File: config.mk
export PLATFORM = sky130hd
export DESIGN_NAME = router_pkt_ctrl
export DESIGN_NICKNAME = d
export VERILOG_FILES = /design/src/rtl/router_pkg.sv /design/src/rtl/router_pkt_ctrl.sv
export SDC_FILE = /design/constraint.sdc
export NUM_CORES = 1
export LEC_CHECK = 0
export CAP_MARGIN = 20
export CORE_AREA = 2 2 39 41
export DETAILED_ROUTE_END_ITERATION = 7
export DIE_AREA = 0 0 41 43
export PLACE_DENSITY = 0.66
export SETUP_SLACK_MARGIN = 0.3
export SLEW_MARGIN = 20
export SYNTH_ARGS = -nofsm -noshare
export SYNTH_HDL_FRONTEND = slang
export SYNTH_SLANG_ARGS = --single-unit
File: constraint.sdc
create_clock -name clk -period 3 [get_ports clk]
set_input_delay 0.3 -clock clk [delete_from_list [all_inputs] [get_ports clk]]
set_output_delay 0.3 -clock clk [all_outputs]
set_load 0.02 [all_outputs]
File: src/rtl/router_pkg.sv
// Shared codes and widths for the 1x3 router input path.
// State encodings, header address codes and a per-destination status selector.
package router_pkg;

    localparam int unsigned HDR_ADDR_W = 2;

    localparam logic [HDR_ADDR_W-1:0] ADDR_0       = 2'b00;
    localparam logic [HDR_ADDR_W-1:0] ADDR_1       = 2'b01;
    localparam logic [HDR_ADDR_W-1:0] ADDR_2       = 2'b10;
    localparam logic [HDR_ADDR_W-1:0] ADDR_INVALID = 2'b11;

    localparam logic [2:0] ST_DECODE_ADDRESS     = 3'd0;
    localparam logic [2:0] ST_WAIT_TILL_EMPTY    = 3'd1;
    localparam logic [2:0] ST_LOAD_FIRST_DATA    = 3'd2;
    localparam logic [2:0] ST_LOAD_DATA          = 3'd3;
    localparam logic [2:0] ST_FIFO_FULL_STATE    = 3'd4;
    localparam logic [2:0] ST_LOAD_AFTER_FULL    = 3'd5;
    localparam logic [2:0] ST_LOAD_PARITY        = 3'd6;
    localparam logic [2:0] ST_CHECK_PARITY_ERROR = 3'd7;

    typedef enum logic [2:0] {
        DecodeAddress    = ST_DECODE_ADDRESS,
        WaitTillEmpty    = ST_WAIT_TILL_EMPTY,
        LoadFirstData    = ST_LOAD_FIRST_DATA,
        LoadData         = ST_LOAD_DATA,
        FifoFullState    = ST_FIFO_FULL_STATE,
        LoadAfterFull    = ST_LOAD_AFTER_FULL,
        LoadParity       = ST_LOAD_PARITY,
        CheckParityError = ST_CHECK_PARITY_ERROR
    } state_e;

    // Picks the status bit of one FIFO; the invalid address selects nothing.
    function automatic logic sel_fifo(input logic [2:0] v, input logic [HDR_ADDR_W-1:0] a);
        case (a)
            ADDR_0:  sel_fifo = v[0];
            ADDR_1:  sel_fifo = v[1];
            ADDR_2:  sel_fifo = v[2];
            default: sel_fifo = 1'b0;
        endcase
    endfunction

endpackage

File: src/rtl/router_pkt_ctrl.sv
// Packet-level FSM for the router input path: header decode, drain wait,
// payload/parity load sequencing and full-FIFO stall handling.
module router_pkt_ctrl
    import router_pkg::*;
(
    input  logic                  clk,
    input  logic                  rst,
    input  logic                  pkt_valid,
    input  logic [HDR_ADDR_W-1:0] data_in,
    input  logic                  fifo_full,
    input  logic                  fifo_empty_0,
    input  logic                  fifo_empty_1,
    input  logic                  fifo_empty_2,
    input  logic                  soft_rst_0,
    input  logic                  soft_rst_1,
    input  logic                  soft_rst_2,
    input  logic                  parity_done,
    input  logic                  low_pkt_valid,
    output logic                  detect_add,
    output logic                  lfd_state,
    output logic                  ld_state,
    output logic                  laf_state,
    output logic                  full_state,
    output logic                  write_enb_reg,
    output logic                  rst_int_reg,
    output logic                  busy
);

    state_e                state_q, state_d;
    logic [HDR_ADDR_W-1:0] dest_q, dest_d;
    logic [2:0]            empty_vec, soft_vec;
    logic                  hdr_ok, empty_hdr, empty_d, soft_d;

    always_ff @(posedge clk or negedge rst) begin
        if (!rst) begin
            state_q <= DecodeAddress;
            dest_q  <= ADDR_0;
        end else begin
            state_q <= state_d;
            dest_q  <= dest_d;
        end
    end

    always_comb begin
        empty_vec = {fifo_empty_2, fifo_empty_1, fifo_empty_0};
        soft_vec  = {soft_rst_2, soft_rst_1, soft_rst_0};
        hdr_ok    = pkt_valid && (data_in != ADDR_INVALID);
        // The header byte is still on data_in during decode, so use it directly.
        empty_hdr = sel_fifo(empty_vec, data_in);
        empty_d   = sel_fifo(empty_vec, dest_q);
        soft_d    = sel_fifo(soft_vec, dest_q);

        dest_d = dest_q;
        if (state_q == DecodeAddress && hdr_ok) begin
            dest_d = data_in;
        end

        state_d = state_q;
        case (state_q)
            DecodeAddress: begin
                if (hdr_ok) state_d = empty_hdr ? LoadFirstData : WaitTillEmpty;
            end
            WaitTillEmpty: if (empty_d) state_d = LoadFirstData;
            LoadFirstData: state_d = LoadData;
            LoadData: begin
                if (fifo_full)      state_d = FifoFullState;
                else if (!pkt_valid) state_d = LoadParity;
            end
            FifoFullState: if (!fifo_full) state_d = LoadAfterFull;
            LoadAfterFull: begin
                if (parity_done)        state_d = DecodeAddress;
                else if (low_pkt_valid) state_d = LoadParity;
                else                    state_d = LoadData;
            end
            LoadParity:       state_d = CheckParityError;
            CheckParityError: state_d = fifo_full ? FifoFullState : DecodeAddress;
            default:          state_d = DecodeAddress;
        endcase

        // A timed-out destination FIFO abandons the packet from any state.
        if (state_q != DecodeAddress && soft_d) begin
            state_d = DecodeAddress;
        end
    end

    always_comb begin
        detect_add    = (state_q == DecodeAddress);
        lfd_state     = (state_q == LoadFirstData);
        ld_state      = (state_q == LoadData);
        laf_state     = (state_q == LoadAfterFull);
        full_state    = (state_q == FifoFullState);
        write_enb_reg = (state_q == LoadData) || (state_q == LoadAfterFull) ||
                        (state_q == LoadParity);
        rst_int_reg   = (state_q == CheckParityError);
        busy          = (state_q != DecodeAddress) && (state_q != LoadData);
    end

endmodule

==> results_tabular.tex, run 1 <==
\begin{tabular}{lr}
\hline
Metric & Value \\
\hline
\multicolumn{2}{l}{\textbf{Pwr}} \\
\quad Leakage & 0.2700 nW \\
\quad Total power & 0.5727 mW \\
\quad Total power per unit cell area & 823.3 mW/mm² \\
\quad Worst vdd ir & 0.5469 mV \\
\multicolumn{2}{l}{\textbf{Worst setup path}} \\
\quad Worst-path fanout max & 14 \\
\quad Arrival time reported for the critical path endpoint & 1.88 ns \\
\quad Startpoint class of the critical path & flip-flop \\
\quad Minimum setup slack among reg-to-reg paths & 1.36 ns \\
\quad Crit Path Class & flip-flop to output pin \\
\quad Required time worst endpoint & 2.70 ns \\
\quad CP endpoint kind & output pin \\
\quad Worst flop-to-flop path endpoint & state\_q[0]\$\_DFFE\_PN0P\_ \\
\quad CP Launch Point & state\_q[0]\$\_DFFE\_PN0P\_ \\
\quad R2R Path Start & state\_q[2]\$\_DFFE\_PN0P\_ \\
\quad Worst r2r path cells & 5 \\
\multicolumn{2}{l}{\textbf{STA}} \\
\quad Setup TNS after final layout & 0 ns \\
\quad Setup violators final & 0 \\
\quad Share of the clock period used by the worst path & 72.53\% \\
\quad Highest clock frequency the design can meet & 459.6 MHz \\
\quad Min Clock Period, post-route & 2.176 ns \\
\quad Unrepaired setup endpoints after global routing & no \\
\quad Clock tree skew after final layout & 0.005857 ns \\
\quad Final max-slew violation count & 0 \\
\quad Relative slew slack & 71.64\% \\
\quad Total count of hold-check failures in the final report & 0 \\
\quad Transition time at the pin with the least slew margin & 0.4231 ns \\
\multicolumn{2}{l}{\textbf{Clock tree}} \\
\quad Clk\_lat worst skew & 0.24 ns \\
\quad Hold Buf Count CTS & 0 \\
\quad Number of clock buffers inserted by TritonCTS & 3 \\
\quad TritonCTS clock tree & yes \\
\quad Buffer levels on the longest clock path & 2 \\
\quad Number of sinks driven by the clock tree & 5 \\
\quad Clock slew at reported path FFs & 0.05 ns \\
\quad Resized Gates After CTS & 0 \\
\quad Post-CTS setup repair buffer count & 0 \\
\quad Buffer type at the clock tree root & sky130\_fd\_sc\_hd\_\_clkbuf\_4 \\
\quad Level count of the clock H-tree & 1 \\
\multicolumn{2}{l}{\textbf{Layout}} \\
\quad Post-layout util & 50.27\% \\
\quad Synthesis-to-layout area growth & 51.09\% \\
\quad Highest-count cells in the layout ignoring fill and taps & sky130\_fd\_sc\_hd\_\_clkdlybuf4s50\_1 (21), sky130\_fd\_sc\_hd\_\_nand2\_1 (6), sky130\_fd\_sc\_hd\_\_nor2\_1 (5), sky130\_fd\_sc\_hd\_\_dfrtp\_1 (5) \\
\quad Most frequent standard cell in the layout excluding fill and tap cells & sky130\_fd\_sc\_hd\_\_clkdlybuf4s50\_1 \\
\quad Total area of multi-input combinational cells & 306.5 µm² \\
\quad Ant diodes & 0 \\
\quad Cell Count, Final, Fillers Out & 94 \\
\quad Number of nets in the finished design & 93 \\
\quad Fill cell total of the finished layout & 142 \\
\quad Total area of sequential cells & 125.1 µm² \\
\quad Fin area & 695.7 µm² \\
\quad Layout cell share with drive strength beyond 1 & 10.26\% \\
\multicolumn{2}{l}{\textbf{Synthesis}} \\
\quad Syn Inst Count & 56 \\
\quad Avg Cell Area, Syn & 8.222 µm² \\
\quad Number of register bits inferred by synthesis & 5 \\
\quad Proportion of synthesized chip area in sequential cells & 27.17\% \\
\quad Cell area after technology mapping & 460.4 µm² \\
\quad Number of different library cells in the post-synthesis netlist & 26 \\
\quad Total of warnings raised by yosys & 0 \\
\quad Synthesized netlist net count & 70 \\
\multicolumn{2}{l}{\textbf{Place}} \\
\quad \# port buffers & 21 \\
\quad Routability congestion estimate & 0.7412 \\
\quad Post-detail-place hpwl & 839.3 µm \\
\quad Total placed instance area & 669.4 µm² \\
\quad Cell total after placement & 90 \\
\multicolumn{2}{l}{\textbf{Floorplan}} \\
\quad CORE AREA & 0.001384 mm² \\
\quad Initial core utilization & 33.27\% \\
\quad Y dimension of the die & 43 µm \\
\quad DIE WIDTH & 41 µm \\
\quad Number of top-level pins & 22 \\
\quad Floorplan die area & 0.001763 mm² \\
\quad \# rows & 14 \\
\multicolumn{2}{l}{\textbf{GRT}} \\
\quad Number of global-route vias before repair & 431 \\
\quad Global-route total usage across every layer & 13.98\% \\
\quad Overflow after GRT & 0 \\
\quad Wire length of the first global-routing pass & 1.725 mm \\
\quad Maximum number of pins on one net before global-route repair & 16 \\
\quad Antenna violations before repair & 0 \\
\multicolumn{2}{l}{\textbf{Detailed routing}} \\
\quad Detail Route Antenna Nets & 0 \\
\quad Number of detailed-route iterations in the first pass & 4 \\
\quad WL/cell & 11.29 µm \\
\quad Post-Route WL & 1.061 mm \\
\quad DRC errors left & 0 \\
\quad Detailed router's first-iteration violation count & 16 \\
\quad Number of vias per cell after detailed routing & 5.064 \\
\quad Total number of vias & 476 \\
\multicolumn{2}{l}{\textbf{Worst hold path}} \\
\quad Class of the most critical hold timing path & primary input to asynchronous set/reset pin \\
\multicolumn{2}{l}{\textbf{Flow run}} \\
\quad Total of max-cap violations & 0 \\
\multicolumn{2}{l}{\textbf{Run status}} \\
\quad Run status & finished clean \\
\hline
\end{tabular}
[worst max-delay path, cell delays in order, from the launching register on]
cell                              delay, ns
sky130_fd_sc_hd__dfrtp_1               0.52
sky130_fd_sc_hd__nor3_2                0.43
sky130_fd_sc_hd__clkdlybuf4s50_1       0.68
[final cells by class]
class                   instances  area share (%)
multi-input cells              46           44.06
repair buffers                 21           30.22
flip-flops and latches          5           17.99
clock buffers                   4           3.777
well taps                      16           2.878
inverters                       2           1.079
[cells by family after synthesis]
kind of cell,Yosys count,synth area share [%]
buf+inv,5,6.248
compound gates,15,23.10
mux,4,8.696
simple gates,27,34.78
flops,5,27.17
[cells in the mapped netlist, drive strengths merged]
master  count  area, µm²
nand3       2      10.01
and3        1      6.260
or3b        1      8.760
and3b       1      8.760
nand3b      2      15.01
nand2       6      22.52
buf         3      21.27
o221ai      1      8.760
mux2i       4      40.04
inv         2      7.500
a311o       2      20.02
a221oi      1      15.01
nor3b       4      30.03
a21oi       4      20.02
a31oi       2      12.51
o21ai       3      15.01
or4         1      11.26
nor2        5      18.77
o21a        1      7.510
nand2b      2      12.51
nor3        1      10.01
dfrtp       5      125.1
or2         1      6.260
a21boi      1      7.510
[worst max-delay path by stage]
stage,slack (ns),cells after the start,to
finish,0.82,2,detect_add
global route,0.70,2,detect_add
CTS,0.82,2,detect_add
detailed placement,1.08,2,detect_add
global placement,1.13,6,state_q[1]$_DFFE_PN0P_
floorplan,1.32,6,state_q[0]$_DFFE_PN0P_
[power breakdown]
part | internal [mW] | total, mW | switching, mW
clock | 0.0503 | 0.0771 | 0.0269
combinational | 0.174 | 0.333 | 0.159
sequential | 0.0967 | 0.162 | 0.0655
[sequential cells by signal, indices dropped and copies added, names as in the netlist]
register and flops:
state_q 3, dest_q 2
[routing by layer]
| metal | track usage [%] | vias to the layer above | part of all wire, % |
|---|---|---|---|
| met5 | 0 | - | 0 |
| met2 | 19.69 | 8 | 45 |
| met4 | 6.000 | 0 | 0 |
| li1 | - | 251 | - |
| met1 | 20.86 | 217 | 52 |
| met3 | 1.571 | 0 | 3.0 |
[metrics by stage]
| step | worst slack (ns) | hold WS, ns |
|---|---|---|
| after floorplan | 1.318 | 0.004409 |
| after global placement | 1.128 | 0.5294 |
| after detailed placement | 1.083 | 0.5323 |
| after CTS | 0.8178 | 0.2741 |
| after global routing | 0.7035 | 0.2761 |
| final | 0.8240 | 0.2733 |
Power figures use the tool's default switching activity.
==> run 2, diff against run 1 <==
==> constraint.sdc (replaced) <==
create_clock -name clk -period 2.2 [get_ports clk]
set_input_delay 0.22 -clock clk [delete_from_list [all_inputs] [get_ports clk]]
set_output_delay 0.22 -clock clk [all_outputs]
set_load 0.02 [all_outputs]
==> run 2 against run 1 <==
Global-route usage up 1.6 points. Sequential share of layout area increased by 0.12 points. Setup slack got worse by 0.45 ns. Utilization up 1.2 points. Worst hold slack worse by 0.081 ns. Non-clock buffer count up 1.
==> results_tabular.tex, run 2 (synthesized netlist as in run 1, its figures left out) <==
\begin{tabular}{lr}
\hline
Metric & Value \\
\hline
\multicolumn{2}{l}{\textbf{Worst setup path}} \\
\quad Critical path cell sequence & and3b\_1 -> clkdlybuf4s50\_1 \\
\quad Max stage delay cell, worst path & sky130\_fd\_sc\_hd\_\_clkdlybuf4s50\_1 \\
\quad CP Launch Point & state\_q[0]\$\_DFFE\_PN0P\_ \\
\quad Worst-path fanout max & 14 \\
\quad Arrival time reported for the critical path endpoint & 1.61 ns \\
\quad Minimum setup slack among reg-to-reg paths & 0.61 ns \\
\quad Worst r2r path cells & 5 \\
\quad Bufs and invs on worst path & 1 \\
\quad Destination of the critical timing path & ld\_state \\
\quad Max incr delay on CP & 0.61 ns \\
\quad Worst flop-to-flop path endpoint & state\_q[0]\$\_DFFE\_PN0P\_ \\
\quad R2R Path Start & state\_q[2]\$\_DFFE\_PN0P\_ \\
\quad CP endpoint kind & output pin \\
\quad Startpoint class of the critical path & flip-flop \\
\quad Crit Path Class & flip-flop to output pin \\
\quad Worst path top cell family by delay & buffers and inverters \\
\quad Required time worst endpoint & 1.98 ns \\
\quad Levels on crit path & 2 \\
\multicolumn{2}{l}{\textbf{Layout}} \\
\quad Largest regs & state\_q (3), dest\_q (2) \\
\quad Highest-count cells in the layout ignoring fill and taps & sky130\_fd\_sc\_hd\_\_clkdlybuf4s50\_1 (17), sky130\_fd\_sc\_hd\_\_nand2\_1 (6), sky130\_fd\_sc\_hd\_\_nor2\_1 (5) \\
\quad Ant diodes & 0 \\
\quad Fin area & 711.9 µm² \\
\quad Largest register by flop count & state\_q \\
\quad Number of nets in the finished design & 94 \\
\quad Number of flip-flops in the largest register & 3 \\
\quad Layout cell share with drive strength beyond 1 & 15.19\% \\
\quad Synthesis-to-layout area growth & 54.62\% \\
\quad Fill cell total of the finished layout & 137 \\
\quad Most frequent standard cell in the layout excluding fill and tap cells & sky130\_fd\_sc\_hd\_\_clkdlybuf4s50\_1 \\
\multicolumn{2}{l}{\textbf{Clock tree}} \\
\quad Level count of the clock H-tree & 1 \\
\quad Buffer type at the clock tree root & sky130\_fd\_sc\_hd\_\_clkbuf\_4 \\
\quad Clock slew at reported path FFs & 0.05 ns \\
\quad Buffer levels on the longest clock path & 2 \\
\quad TritonCTS clock tree & yes \\
\quad Hold Buf Count CTS & 0 \\
\quad Number of clock buffers inserted by TritonCTS & 3 \\
\quad Number of sinks driven by the clock tree & 5 \\
\quad Post-CTS setup repair buffer count & 0 \\
\quad Clk\_lat worst skew & 0.24 ns \\
\multicolumn{2}{l}{\textbf{Pwr}} \\
\quad Clock Power Share & 13.3\% \\
\quad Total power per unit cell area & 1119 mW/mm² \\
\quad Part of the power in combinational logic & 57.4\% \\
\quad Internal & 0.4426 mW \\
\quad Proportion of total power due to net switching & 44.46\% \\
\quad Worst vdd ir & 0.7890 mV \\
\quad Leakage & 0.2914 nW \\
\quad Register share of total power & 29.3\% \\
\quad Reported net switching power & 0.3543 mW \\
\multicolumn{2}{l}{\textbf{STA}} \\
\quad Share of the clock period used by the worst path & 83.17\% \\
\quad Clock tree skew after final layout & 0.007142 ns \\
\quad Highest clock frequency the design can meet & 546.5 MHz \\
\quad Setup violators final & 0 \\
\quad Min Clock Period, post-route & 1.830 ns \\
\quad Transition time at the pin with the least slew margin & 0.2911 ns \\
\quad Total count of hold-check failures in the final report & 0 \\
\quad Setup TNS after final layout & 0 ns \\
\quad Relative slew slack & 80.39\% \\
\quad Final max-slew violation count & 0 \\
\quad Unrepaired setup endpoints after global routing & no \\
\multicolumn{2}{l}{\textbf{GRT}} \\
\quad Overflow after GRT & 0 \\
\quad Antenna violations before repair & 0 \\
\quad Number of global-route vias before repair & 457 \\
\quad Wire length of the first global-routing pass & 1.883 mm \\
\quad Global-route total usage across every layer & 15.57\% \\
\quad Maximum number of pins on one net before global-route repair & 16 \\
\multicolumn{2}{l}{\textbf{Floorplan}} \\
\quad Number of top-level pins & 22 \\
\quad CORE AREA & 0.001384 mm² \\
\quad DIE WIDTH & 41 µm \\
\quad \# rows & 14 \\
\quad Floorplan die area & 0.001763 mm² \\
\quad Y dimension of the die & 43 µm \\
\quad Initial core utilization & 33.27\% \\
\multicolumn{2}{l}{\textbf{Detailed routing}} \\
\quad Detailed router's first-iteration violation count & 11 \\
\quad Detail Route Antenna Nets & 0 \\
\quad Number of detailed-route iterations in the first pass & 6 \\
\quad DRC errors left & 0 \\
\quad Post-Route WL & 1.106 mm \\
\quad WL/cell & 11.64 µm \\
\quad Number of vias per cell after detailed routing & 5.295 \\
\quad Total number of vias & 503 \\
\multicolumn{2}{l}{\textbf{Place}} \\
\quad \# port buffers & 21 \\
\quad Routability congestion estimate & 0.7797 \\
\quad Post-detail-place hpwl & 867.6 µm \\
\quad Total placed instance area & 676.9 µm² \\
\multicolumn{2}{l}{\textbf{Worst hold path}} \\
\quad Class of the most critical hold timing path & primary input to asynchronous set/reset pin \\
\multicolumn{2}{l}{\textbf{Flow run}} \\
\quad Total of max-cap violations & 0 \\
\multicolumn{2}{l}{\textbf{Run status}} \\
\quad Run status & finished clean \\
\hline
\end{tabular}
[run 2: changes by cell type in the layout (fill, tap and decap cells not counted), moves of 3 or more]
| cell | before | now |
|---|---|---|
| sky130_fd_sc_hd__clkdlybuf4s50_1 | 21 | 17 |
| sky130_fd_sc_hd__dfrtp_2 | 0 | 3 |
| sky130_fd_sc_hd__dfrtp_1 | 5 | 2 |
| sky130_fd_sc_hd__dlygate4sd2_1 | 0 | 3 |
[run 2: power by group through the flow]
stage | Sequential (mW) | Combinational (mW) | Clock, mW
floorplan | 0.171 | 0.353 | 0
global placement | 0.222 | 0.476 | 0
detailed placement | 0.224 | 0.473 | 0
CTS | 0.232 | 0.463 | 0.110
global route | 0.246 | 0.504 | 0.116
finish | 0.233 | 0.457 | 0.106
[run 2: final cells by class]
| class | instances | area [µm²] | area share (%) |
|---|---|---|---|
| clock buffers | 4 | 26.28 | 3.691 |
| inverters | 2 | 7.507 | 1.054 |
| multi-input cells | 46 | 312.8 | 43.94 |
| flip-flops and latches | 5 | 128.9 | 18.10 |
| well taps | 16 | 20.02 | 2.812 |
| repair buffers | 22 | 216.5 | 30.40 |
[run 2: how the worst min path moves through the flow]
stage | cells past startpoint | slack (ns) | startpoint | end
after global routing | 1 | 0.20 | rst | state_q[0]$_DFFE_PN0P_
after CTS | 1 | 0.19 | rst | state_q[0]$_DFFE_PN0P_
after global placement | 1 | 0.46 | rst | dest_q[1]$_DFFE_PN0P_
after detailed placement | 1 | 0.45 | rst | state_q[2]$_DFFE_PN0P_
after floorplan | 0 | -0.08 | rst | dest_q[0]$_DFFE_PN0P_
final | 1 | 0.19 | rst | state_q[0]$_DFFE_PN0P_
[run 2: what timing repair did]
item,in CTS,in global routing
pin swaps,0,0
gates resized for setup,7,1
endpoints found under the setup margin,7,1
[run 2: metal layers]
| layer | routed length, µm | up-vias | share of wire (%) | global-route usage, % |
|---|---|---|---|---|
| li1 | - | 256 | - | - |
| met4 | 0 | 0 | 0 | 4.000 |
| met3 | 57 | 0 | 5.2 | 6.283 |
| met2 | 518 | 11 | 47 | 22.50 |
| met5 | 0 | - | 0 | 0 |
| met1 | 530 | 236 | 48 | 21.05 |
[run 2: stage by stage]
stage	cells	total power [mW]	utilization [%]	hold WS (ns)	setup WS [ns]
after floorplan	56	0.5239	-	-0.07559	0.5177
after global placement	91	0.6984	48.92	0.4561	0.4150
after detailed placement	91	0.6968	48.92	0.4531	0.4140
after CTS	95	0.8057	51.27	0.1912	0.3007
after global routing	95	0.8651	51.45	0.2027	0.3044
final	95	0.7969	51.45	0.1923	0.3703
==> run 3, diff against run 2 <==
==> constraint.sdc (replaced) <==
create_clock -name clk -period 1.9 [get_ports clk]
set_input_delay 0.19 -clock clk [delete_from_list [all_inputs] [get_ports clk]]
set_output_delay 0.19 -clock clk [all_outputs]
set_load 0.02 [all_outputs]
==> run 3 against run 2 <==
First-iteration DRC count shrank 82%. Utilization up 7.2 points. Count of clock-buffer cells in the layout unchanged. Clock skew fell by 0.0054 ns. Critical path depth rose by 4. Routed wire length up 21%. Global-route usage up 2.0 points. Worst hold slack lost 0.034 ns. Critical endpoint is now state_q[1]$_DFFE_PN0P_. Largest cell class unchanged. Largest power group unchanged.
==> results_tabular.tex, run 3 (synthesized netlist as in run 1, its figures left out) <==
\begin{tabular}{lr}
\hline
Metric & Value \\
\hline
\multicolumn{2}{l}{\textbf{Floorplan}} \\
\quad Initial core utilization & 33.27\% \\
\quad Floorplan die area & 0.001763 mm² \\
\quad Y dimension of the die & 43 µm \\
\quad CORE AREA & 0.001384 mm² \\
\quad Number of top-level pins & 22 \\
\quad \# rows & 14 \\
\quad DIE WIDTH & 41 µm \\
\multicolumn{2}{l}{\textbf{STA}} \\
\quad Min Clock Period, post-route & 1.615 ns \\
\quad Highest clock frequency the design can meet & 619.1 MHz \\
\quad Relative slew slack & 79.71\% \\
\quad Total count of hold-check failures in the final report & 0 \\
\quad Setup violators final & 0 \\
\quad Final max-slew violation count & 0 \\
\quad Unrepaired setup endpoints after global routing & yes \\
\quad Post-layout worst setup margin & 0.2848 ns \\
\quad Setup TNS after final layout & 0 ns \\
\quad Transition time at the pin with the least slew margin & 0.3011 ns \\
\quad Clock tree skew after final layout & 0.001705 ns \\
\quad Share of the clock period used by the worst path & 85.01\% \\
\multicolumn{2}{l}{\textbf{Worst setup path}} \\
\quad CP endpoint kind & flip-flop \\
\quad Startpoint class of the critical path & flip-flop \\
\quad Worst-path fanout max & 6 \\
\quad Arrival time reported for the critical path endpoint & 1.78 ns \\
\quad Required time worst endpoint & 2.06 ns \\
\quad Crit Path Class & flip-flop to flip-flop \\
\quad Minimum setup slack among reg-to-reg paths & 0.28 ns \\
\multicolumn{2}{l}{\textbf{Layout}} \\
\quad Fin area & 812.0 µm² \\
\quad Number of flip-flops in the largest register & 3 \\
\quad Ant diodes & 0 \\
\quad Largest regs & state\_q (3), dest\_q (2) \\
\quad Cell Count, Final, Fillers Out & 109 \\
\quad Number of nets in the finished design & 108 \\
\quad Most frequent standard cell in the layout excluding fill and tap cells & sky130\_fd\_sc\_hd\_\_clkdlybuf4s50\_1 \\
\quad Synthesis-to-layout area growth & 76.36\% \\
\quad Highest-count cells in the layout ignoring fill and taps & sky130\_fd\_sc\_hd\_\_clkdlybuf4s50\_1 (13), sky130\_fd\_sc\_hd\_\_buf\_4 (12), sky130\_fd\_sc\_hd\_\_nand2\_1 (6), sky130\_fd\_sc\_hd\_\_nor2\_1 (5) \\
\quad Fill cell total of the finished layout & 125 \\
\quad Layout cell share with drive strength beyond 1 & 37.63\% \\
\quad Largest register by flop count & state\_q \\
\multicolumn{2}{l}{\textbf{Pwr}} \\
\quad Total power per unit cell area & 1376 mW/mm² \\
\quad Internal & 0.6382 mW \\
\quad Worst vdd ir & 0.6576 mV \\
\quad Total power & 1.117 mW \\
\quad Proportion of total power due to net switching & 42.86\% \\
\quad Register share of total power & 20.2\% \\
\quad Clock Power Share & 11.0\% \\
\quad Part of the power in combinational logic & 68.8\% \\
\quad Leakage & 0.3711 nW \\
\quad Reported net switching power & 0.4788 mW \\
\multicolumn{2}{l}{\textbf{GRT}} \\
\quad Antenna violations before repair & 0 \\
\quad Wire length of the first global-routing pass & 2.083 mm \\
\quad Global-route total usage across every layer & 17.53\% \\
\quad Overflow after GRT & 0 \\
\quad Number of global-route vias before repair & 544 \\
\quad Maximum number of pins on one net before global-route repair & 9 \\
\multicolumn{2}{l}{\textbf{Clock tree}} \\
\quad Clock slew at reported path FFs & 0.04 ns \\
\quad Level count of the clock H-tree & 1 \\
\quad Buffer levels on the longest clock path & 2 \\
\quad Hold Buf Count CTS & 0 \\
\quad Buffer type at the clock tree root & sky130\_fd\_sc\_hd\_\_clkbuf\_4 \\
\quad TritonCTS clock tree & yes \\
\quad Clk\_lat worst skew & 0.24 ns \\
\quad Number of sinks driven by the clock tree & 5 \\
\quad Number of clock buffers inserted by TritonCTS & 3 \\
\multicolumn{2}{l}{\textbf{Place}} \\
\quad \# port buffers & 21 \\
\quad Minimum setup slack after placement & 0.1319 ns \\
\quad Routability congestion estimate & 0.7747 \\
\quad Post-detail-place hpwl & 865.2 µm \\
\quad Cell total after placement & 91 \\
\quad Total placed instance area & 688.2 µm² \\
\multicolumn{2}{l}{\textbf{Detailed routing}} \\
\quad Detailed router's first-iteration violation count & 2 \\
\quad DRC errors left & 0 \\
\quad Number of vias per cell after detailed routing & 5.009 \\
\quad Number of detailed-route iterations in the first pass & 3 \\
\quad Total number of vias & 546 \\
\quad WL/cell & 12.24 µm \\
\quad Detail Route Antenna Nets & 0 \\
\quad Post-Route WL & 1.334 mm \\
\multicolumn{2}{l}{\textbf{Run status}} \\
\quad Run status & finished clean \\
\multicolumn{2}{l}{\textbf{Worst hold path}} \\
\quad Class of the most critical hold timing path & primary input to asynchronous set/reset pin \\
\multicolumn{2}{l}{\textbf{Flow run}} \\
\quad Total of max-cap violations & 0 \\
\hline
\end{tabular}
==> run 3: layout make-up <==
cell class                      count  area (µm²)  area share, %
Inverter                            2       7.507         0.9245
Timing Repair Buffer               36       299.0          36.83
Clock buffer                        4       26.28          3.236
Multi-Input combinational cell     46       330.3          40.68
Tap cell                           16       20.02          2.465
Sequential cell                     5       128.9          15.87
==> run 3: final timing paths <==
path                                        start  depth (start not counted)                endpoint
setup / recovery           state_q[0]$_DFFE_PN0P_                          6  state_q[1]$_DFFE_PN0P_
hold / removal                                rst                          1  state_q[0]$_DFFE_PN0P_
setup reg to reg           state_q[0]$_DFFE_PN0P_                          6  state_q[1]$_DFFE_PN0P_
hold reg to reg             dest_q[0]$_DFFE_PN0P_                          1   dest_q[0]$_DFFE_PN0P_
max in group asynchronous                     rst                          1  state_q[1]$_DFFE_PN0P_
min in group clk            dest_q[0]$_DFFE_PN0P_                          1   dest_q[0]$_DFFE_PN0P_
==> run 3: through the flow <==
step | hold WS, ns | utilization [%]
CTS | 0.1504 | 57.78
detailed placement | 0.4174 | 49.73
global placement | 0.4218 | 49.73
floorplan | -0.1056 | -
global route | 0.1740 | 58.68
finish | 0.1582 | 58.68
==> run 3: power groups by stage <==
stage / Sequential (mW) / Combinational [mW] / Clock, mW
after floorplan: 0.207 / 0.418 / 0
after global placement: 0.270 / 0.560 / 0
after detailed placement: 0.270 / 0.558 / 0
after CTS: 0.221 / 0.710 / 0.132
after global routing: 0.235 / 0.832 / 0.137
final: 0.226 / 0.768 / 0.123
==> run 3: critical path, stage by stage, from the launching register on <==
cell,delay (ns)
sky130_fd_sc_hd__dfrtp_2,0.44
sky130_fd_sc_hd__buf_4,0.16
sky130_fd_sc_hd__nor3_4,0.24
sky130_fd_sc_hd__buf_6,0.14
sky130_fd_sc_hd__nand2_1,0.04
sky130_fd_sc_hd__a311o_1,0.34
sky130_fd_sc_hd__a21oi_2,0.16
==> run 3: repair_timing <==
| item | CTS | global route |
|---|---|---|
| pin swaps | 4 | 3 |
| setup endpoints to repair | 11 | 9 |
| resized for setup | 17 | 13 |
| buffers inserted | 11 | 3 |
==> run 3: per-layer routing <==
layer  wire length (µm)  GRT usage [%]
met1                563          20.86
met2                713          27.50
met3                 42          2.094
met4                 16          12.00
met5                  0              0
